===== config.mk =====
export PLATFORM = sky130hd
export DESIGN_NAME = vram_sched
export DESIGN_NICKNAME = d
export VERILOG_FILES = /design/src/rtl/vram_sched_pkg.sv /design/src/rtl/vram_wrbuf.sv /design/src/rtl/vram_sched.sv
export SDC_FILE = /design/constraint.sdc
export NUM_CORES = 1
export LEC_CHECK = 0
export BUFFER_PORTS_ARGS = -buffer_cell sky130_fd_sc_hd__buf_2
export CORE_MARGIN = 2
export CORE_UTILIZATION = 48
export CTS_CLUSTER_SIZE = 40
export DETAILED_ROUTE_END_ITERATION = 10
export GPL_TIMING_DRIVEN = 0
export PLACE_DENSITY = 0.78
export SKIP_LAST_GASP = 1
export SLEW_MARGIN = 20
export SYNTH_ARGS = -nofsm -noshare
export SYNTH_HDL_FRONTEND = slang
export SYNTH_SLANG_ARGS = --single-unit

===== constraint.sdc =====
create_clock -name clk_sys -period 2.3 [get_ports clk_sys]
set_input_delay 0.46 -clock clk_sys [delete_from_list [all_inputs] [get_ports clk_sys]]
set_output_delay 0.46 -clock clk_sys [all_outputs]
set_load 0.02 [all_outputs]

===== src/rtl/vram_sched_pkg.sv =====
// Shared types and defaults for the VRAM slot scheduler.
package vram_sched_pkg;

   localparam int unsigned MemLatDefault  = 2;
   localparam int unsigned CpuSlotDefault = 5;

   typedef enum logic [2:0] {StIdle, StVid, StCpu, StLat, StDone} state_e;

   // Who owns the access in flight; OwnDrain is a posted write with no requester waiting.
   typedef enum logic [1:0] {OwnVid, OwnCpu, OwnDrain} owner_e;

endpackage


===== src/rtl/vram_wrbuf.sv =====
// One-entry CPU write post buffer; only built when VRAM_SCHED_WRBUF_EN is defined.
module vram_wrbuf (
   input  logic        clk_sys,
   input  logic        reset,
   input  logic        push,
   input  logic [17:0] push_word,
   input  logic [7:0]  push_data,
   input  logic        pop,
   input  logic [17:0] rd_word,
   output logic        valid,
   output logic [17:0] word,
   output logic [7:0]  data,
   output logic        hit
);

   logic        valid_q;
   logic [17:0] word_q;
   logic [7:0]  data_q;

   always_ff @(posedge clk_sys or posedge reset) begin
      if (reset) begin
         valid_q <= 1'b0;
         word_q  <= '0;
         data_q  <= '0;
      end else if (push) begin
         valid_q <= 1'b1;
         word_q  <= push_word;
         data_q  <= push_data;
      end else if (pop) begin
         valid_q <= 1'b0;
      end
   end

   assign valid = valid_q;
   assign word  = word_q;
   assign data  = data_q;
   assign hit   = valid_q && (word_q == rd_word);

endmodule


===== src/rtl/vram_sched.sv =====
// Single-port VRAM arbiter between video fetch and Z80 access, granted on pixel slots.
// Optional posted CPU writes: define VRAM_SCHED_WRBUF_EN.
module vram_sched
   import vram_sched_pkg::*;
#(
   parameter int unsigned MEM_LAT  = MemLatDefault,
   parameter int unsigned CPU_SLOT = CpuSlotDefault
) (
   input  logic        clk_sys,
   input  logic        reset,
   input  logic        ce_6mp,
   input  logic [2:0]  hc_phase,
   input  logic        contention,
   input  logic        vid_req,
   input  logic [18:0] vid_addr,
   output logic        vid_ack,
   output logic [15:0] vid_data,
   input  logic        cpu_req,
   input  logic        cpu_we,
   input  logic [18:0] cpu_addr,
   input  logic [7:0]  cpu_din,
   output logic        cpu_ack,
   output logic [7:0]  cpu_dout,
   output logic        cpu_wait,
   output logic [18:0] mem_addr,
   output logic        mem_rd,
   output logic        mem_we,
   output logic [7:0]  mem_din,
   input  logic [15:0] mem_dout
);

   localparam logic [2:0] LatLast  = MEM_LAT[2:0];
   localparam logic [2:0] CpuPhase = CPU_SLOT[2:0];

   state_e      state_q, state_d;
   owner_e      owner_q, owner_d;
   logic [2:0]  cnt_q, cnt_d;
   logic [18:0] mem_addr_q, mem_addr_d;
   logic        mem_rd_q, mem_rd_d;
   logic        mem_we_q, mem_we_d;
   logic [7:0]  mem_din_q, mem_din_d;
   logic        cpu_a0_q, cpu_a0_d;
   logic        cpu_wr_q, cpu_wr_d;
   logic [15:0] vid_data_q, vid_data_d;
   logic [7:0]  cpu_dout_q, cpu_dout_d;

   logic        cpu_slot_ok;
   logic        cpu_go;
   logic        drain_go;
   logic        wb_ack;
   logic [17:0] wb_word;
   logic [7:0]  wb_data;

   assign cpu_slot_ok = !contention || (hc_phase == CpuPhase);

`ifdef VRAM_SCHED_WRBUF_EN
   logic wb_valid, wb_hit, wb_push, wb_pop, wb_ack_q;

   assign wb_push  = cpu_req && cpu_we && !wb_valid && !wb_ack_q;
   assign wb_pop   = (state_q == StIdle) && ce_6mp && !vid_req && cpu_slot_ok && wb_valid;
   assign drain_go = wb_valid;
   // A read to the buffered word must see the drained data, so it waits behind the drain.
   assign cpu_go   = cpu_req && !cpu_we && !wb_hit && !wb_ack_q;
   assign wb_ack   = wb_ack_q;

   always_ff @(posedge clk_sys or posedge reset) begin
      if (reset) wb_ack_q <= 1'b0;
      else       wb_ack_q <= wb_push;
   end

   vram_wrbuf u_wrbuf (
      .clk_sys   (clk_sys),
      .reset     (reset),
      .push      (wb_push),
      .push_word (cpu_addr[18:1]),
      .push_data (cpu_din),
      .pop       (wb_pop),
      .rd_word   (cpu_addr[18:1]),
      .valid     (wb_valid),
      .word      (wb_word),
      .data      (wb_data),
      .hit       (wb_hit)
   );

   assign cpu_wait = cpu_req && !cpu_ack && !wb_push;
`else
   assign drain_go = 1'b0;
   assign cpu_go   = cpu_req;
   assign wb_ack   = 1'b0;
   assign wb_word  = '0;
   assign wb_data  = '0;
   assign cpu_wait = cpu_req && !cpu_ack;
`endif

   always_ff @(posedge clk_sys or posedge reset) begin
      if (reset) begin
         state_q    <= StIdle;
         owner_q    <= OwnVid;
         cnt_q      <= '0;
         mem_addr_q <= '0;
         mem_rd_q   <= 1'b0;
         mem_we_q   <= 1'b0;
         mem_din_q  <= '0;
         cpu_a0_q   <= 1'b0;
         cpu_wr_q   <= 1'b0;
         vid_data_q <= '0;
         cpu_dout_q <= '0;
      end else begin
         state_q    <= state_d;
         owner_q    <= owner_d;
         cnt_q      <= cnt_d;
         mem_addr_q <= mem_addr_d;
         mem_rd_q   <= mem_rd_d;
         mem_we_q   <= mem_we_d;
         mem_din_q  <= mem_din_d;
         cpu_a0_q   <= cpu_a0_d;
         cpu_wr_q   <= cpu_wr_d;
         vid_data_q <= vid_data_d;
         cpu_dout_q <= cpu_dout_d;
      end
   end

   always_comb begin
      state_d    = state_q;
      owner_d    = owner_q;
      cnt_d      = cnt_q;
      mem_addr_d = mem_addr_q;
      mem_rd_d   = 1'b0;
      mem_we_d   = 1'b0;
      mem_din_d  = mem_din_q;
      cpu_a0_d   = cpu_a0_q;
      cpu_wr_d   = cpu_wr_q;
      vid_data_d = vid_data_q;
      cpu_dout_d = cpu_dout_q;

      unique case (state_q)
         StIdle: begin
            if (ce_6mp) begin
               if (vid_req) begin
                  state_d    = StVid;
                  owner_d    = OwnVid;
                  mem_addr_d = vid_addr;
                  mem_rd_d   = 1'b1;
               end else if (cpu_slot_ok && drain_go) begin
                  state_d    = StCpu;
                  owner_d    = OwnDrain;
                  mem_addr_d = {1'b0, wb_word};
                  mem_din_d  = wb_data;
                  mem_we_d   = 1'b1;
               end else if (cpu_slot_ok && cpu_go) begin
                  state_d    = StCpu;
                  owner_d    = OwnCpu;
                  mem_addr_d = {1'b0, cpu_addr[18:1]};
                  mem_din_d  = cpu_din;
                  mem_we_d   = cpu_we;
                  mem_rd_d   = !cpu_we;
                  cpu_a0_d   = cpu_addr[0];
                  cpu_wr_d   = cpu_we;
               end
            end
         end
         StVid, StCpu: begin
            state_d = StLat;
            cnt_d   = 3'd1;
         end
         StLat: begin
            if (cnt_q >= LatLast) begin
               state_d = StDone;
               if (owner_q == OwnVid) begin
                  vid_data_d = mem_dout;
               end else if (owner_q == OwnCpu && !cpu_wr_q) begin
                  cpu_dout_d = cpu_a0_q ? mem_dout[15:8] : mem_dout[7:0];
               end
            end else begin
               cnt_d = cnt_q + 3'd1;
            end
         end
         StDone:  state_d = StIdle;
         default: state_d = StIdle;
      endcase
   end

   assign vid_ack  = (state_q == StDone) && (owner_q == OwnVid);
   assign cpu_ack  = ((state_q == StDone) && (owner_q == OwnCpu)) || wb_ack;
   assign vid_data = vid_data_q;
   assign cpu_dout = cpu_dout_q;
   assign mem_addr = mem_addr_q;
   assign mem_rd   = mem_rd_q;
   assign mem_we   = mem_we_q;
   assign mem_din  = mem_din_q;

endmodule


==> impl_metrics.toml <==
[finish]
fin_area_um2 = 4080
fin_cells = 478
layout-drive-gt1-share = 0.506
area_delta_synth_final_pct = 31.2
finalCoreUtilization = 0.646
diodes = 0
num-fill-cells = 519
finalNetCount = 470

[route]
drt_pre_antenna_iters = 4
vias_per_cell = 5.50
ant_nets = 0
wl_per_cell_um = 16.5
num_vias = 2630
finalWirelength_mm = 7.89
drc = 0
dr.first_iter.drc_count = 121

[critical_path]
crit_fanout = 10
cpPeakStageDelay_ns = 0.64
crit_buf_inv = 2
arrival_ns = 2.38
cp_top_family = "simple AND/OR/NAND/NOR gates"
crit_type = "register to register"
crit_start = "cnt_q[0]"
endpoint_kind = "register"
start_kind = "register"
worstPathRequired_ns = 2.52
critPathSlowestCell = "nor3_1"
regToRegStartpoint = "cnt_q[0]"
cp_cell_sequence = "inv_1, ha_1, nor3_1, nor4_4, buf_4, mux2_2"

[outcome]
status = "finished, final reports clean"

[min_path]
hold_path_class = "input port to asynchronous set/reset pin"

[synth]
synth_commonest_cells = "dfrtp_1, mux2_2, nand2b_1, nor3_1"
synth_edf_count = 0
avgSynthCellArea_um2 = 12.1
synth_most_common_cell = "dfrtp_1"
yosysTopAreaCellShare = 0.499
yosysTopAreaCell = "dfrtp_1"
syn_area_um2 = 3110
syn-instance-count = 257
ys_top_cells_by_area = "dfrtp_1, mux2_2, mux2i_1"
synth_fp_nets = 331
ys_warn_count = 0
ys_ff_latch = 62
postSynth.asyncResetShare = 1.00
ys_seq_area_frac = 0.499
synth_cell_types = 40
ys.flop_type = "dfrtp_1"

[floorplanning]
die_h_um = 84.5
core_area_um2 = 6310
die_w_um = 84.5
fp.dieArea_um2 = 7140
core.rowCount = 29
ioPinCount = 128
start_util = 0.492

[timing]
maxSlewHeadroom = 0.449
whs_ns = 0.0545
setup-violations-final = 0
maxSlewViolCount = 0
fin_crit_ns = 2.17
tightestPinTransition_ns = 0.821
clock.fmax_mhz = 462
setup_tns_ns = 0
hold_viol_final = 0
fin_crit_sh = 0.942
rsz0062_at_grt = "false"
clock_skew_ns = 0.00714

[placement]
routabilityCongestion = 0.840
dp_cells = 462
placed_cell_area_um2 = 3870
io_buffers = 127
dpl.hpwl_mm = 5.88

[global_route]
track_usage = 0.227
grt_first_pass_wirelength_mm = 12.9
grt_max_degree = 47
globalRouteOverflowTotal = 0
first_global_vias = 2745
antenna_found_initial = 0

[cts]
cts.htree.levels = 3
cts_root_buf = "clkbuf_8"
cts_tree = "built"
clkSlewWorstSetupHoldPaths_ns = 0.07
cts_buffer_depth = 2
cts.sinks = 62
clkLatencyLatePin_ns = 0.33
cts_setup_buffers = 0
numCtsBuffers = 9

[power]
vdd_drop_max_mv = 0.897
p_leak_nw = 1.91
power.density_nw_per_um2 = 1200

[job]
maxCapViolCount = 0
worst register-to-register path, stage by stage, from the launching register on:
cell and delay [ns]:
dfrtp_1 0.42, inv_1 0.06, ha_1 0.22, nor3_1 0.64
nor4_4 0.18, buf_4 0.24, mux2_2 0.29
cells in the final DEF, fill, tap and decap left out, drive strengths merged:
master / n
o21ai: 7
a31oi: 1
o21ba: 1
a32oi: 1
nor2b: 3
nor4: 17
nor2: 3
o22a: 1
a21oi: 4
ha: 2
clkbuf: 23
and3: 1
and2: 1
mux2: 42
and4b: 1
o221a: 3
clkinv: 4
a211oi: 1
a2111oi: 14
or4b: 1
a21o: 1
inv: 5
or3: 7
mux2i: 15
dfrtp: 62
o2111ai: 1
nand4b: 1
bufinv: 1
nor4b: 1
nand3: 3
buf: 136
a2bb2oi: 1
nand2: 2
clkinvlp: 1
nor3: 16
nand2b: 17
worst paths after layout:
check	to	slack, ns	cells past startpoint
max	vid_data[11]	0.13	6
min	mem_din[3]	0.05	2
max reg2reg	vid_data[11]	0.13	6
min reg2reg	cpu_dout[7]	0.50	1
max in group asynchronous	vid_data[13]	1.75	3
min in group clk_sys	mem_din[1]	0.35	2
cells by family (layout without fill, tap and decap cells):
| logic type | count (synthesis) | count (layout) | share of synthesized area |
|---|---|---|---|
| AND/OR/NAND/NOR | 74 | 74 | 0.149 |
| flip-flops | 62 | 62 | 0.499 |
| multiplexers | 57 | 57 | 0.210 |
| AO/OA/AOI/OAI | 36 | 36 | 0.0934 |
| buffers and inverters | 26 | 170 | 0.0402 |
| adder cells (fa/ha/maj) | 2 | 2 | 0.00805 |
stage by stage:
stage / setup slack (ns) / power, mW
2_1_floorplan: 0.299 / 3.24
3_3_place_gp: -0.446 / 3.87
3_5_place_dp: -0.121 / 3.96
4_1_cts: 0.113 / 4.94
5_1_grt: 0.0377 / 5.18
6_report: 0.134 / 4.89
area by class of cell:
type | instances | area (um2) | area share
Sequential cell | 62 | 1550 | 0.380
Multi-Input combinational cell | 169 | 1440 | 0.353
Timing Repair Buffer | 128 | 663 | 0.163
Clock buffer | 10 | 138 | 0.0337
Buffer | 21 | 106 | 0.0261
Tap cell | 77 | 96.3 | 0.0236
Clock inverter | 6 | 61.3 | 0.0150
Inverter | 5 | 21.3 | 0.00521
state kept, by name, indices dropped and copies added (netlist names):
name and cells:
mem_din 8, cpu_wr_q 1, mem_we 1, cnt_q 3
vid_data 16, owner_q 1, cpu_a0_q 1, state_q 3
cpu_dout 8, mem_rd 1, mem_addr 19
power by group:
| part | leakage, nW | internal [mW] | switching (mW) |
|---|---|---|---|
| registers | 0.775 | 1.54 | 0.285 |
| logic | 1.03 | 0.930 | 1.18 |
| clock network | 0.102 | 0.525 | 0.419 |
| total | 1.91 | 3.00 | 1.89 |
per-layer routing:
layer	part of all wire	vias to the layer above	track usage
met4	0.021	0	0.0851
met3	0.043	13	0.0482
met5	0	-	0
li1	-	1245	-
met1	0.41	1294	0.278
met2	0.52	78	0.395
what timing repair did:
item,4_1_cts,5_1_grt
setup endpoints to repair,10,0
hold buffers,0,0
gates resized for setup,1,0
No activity file was read; power rests on OpenSTA's default activity.
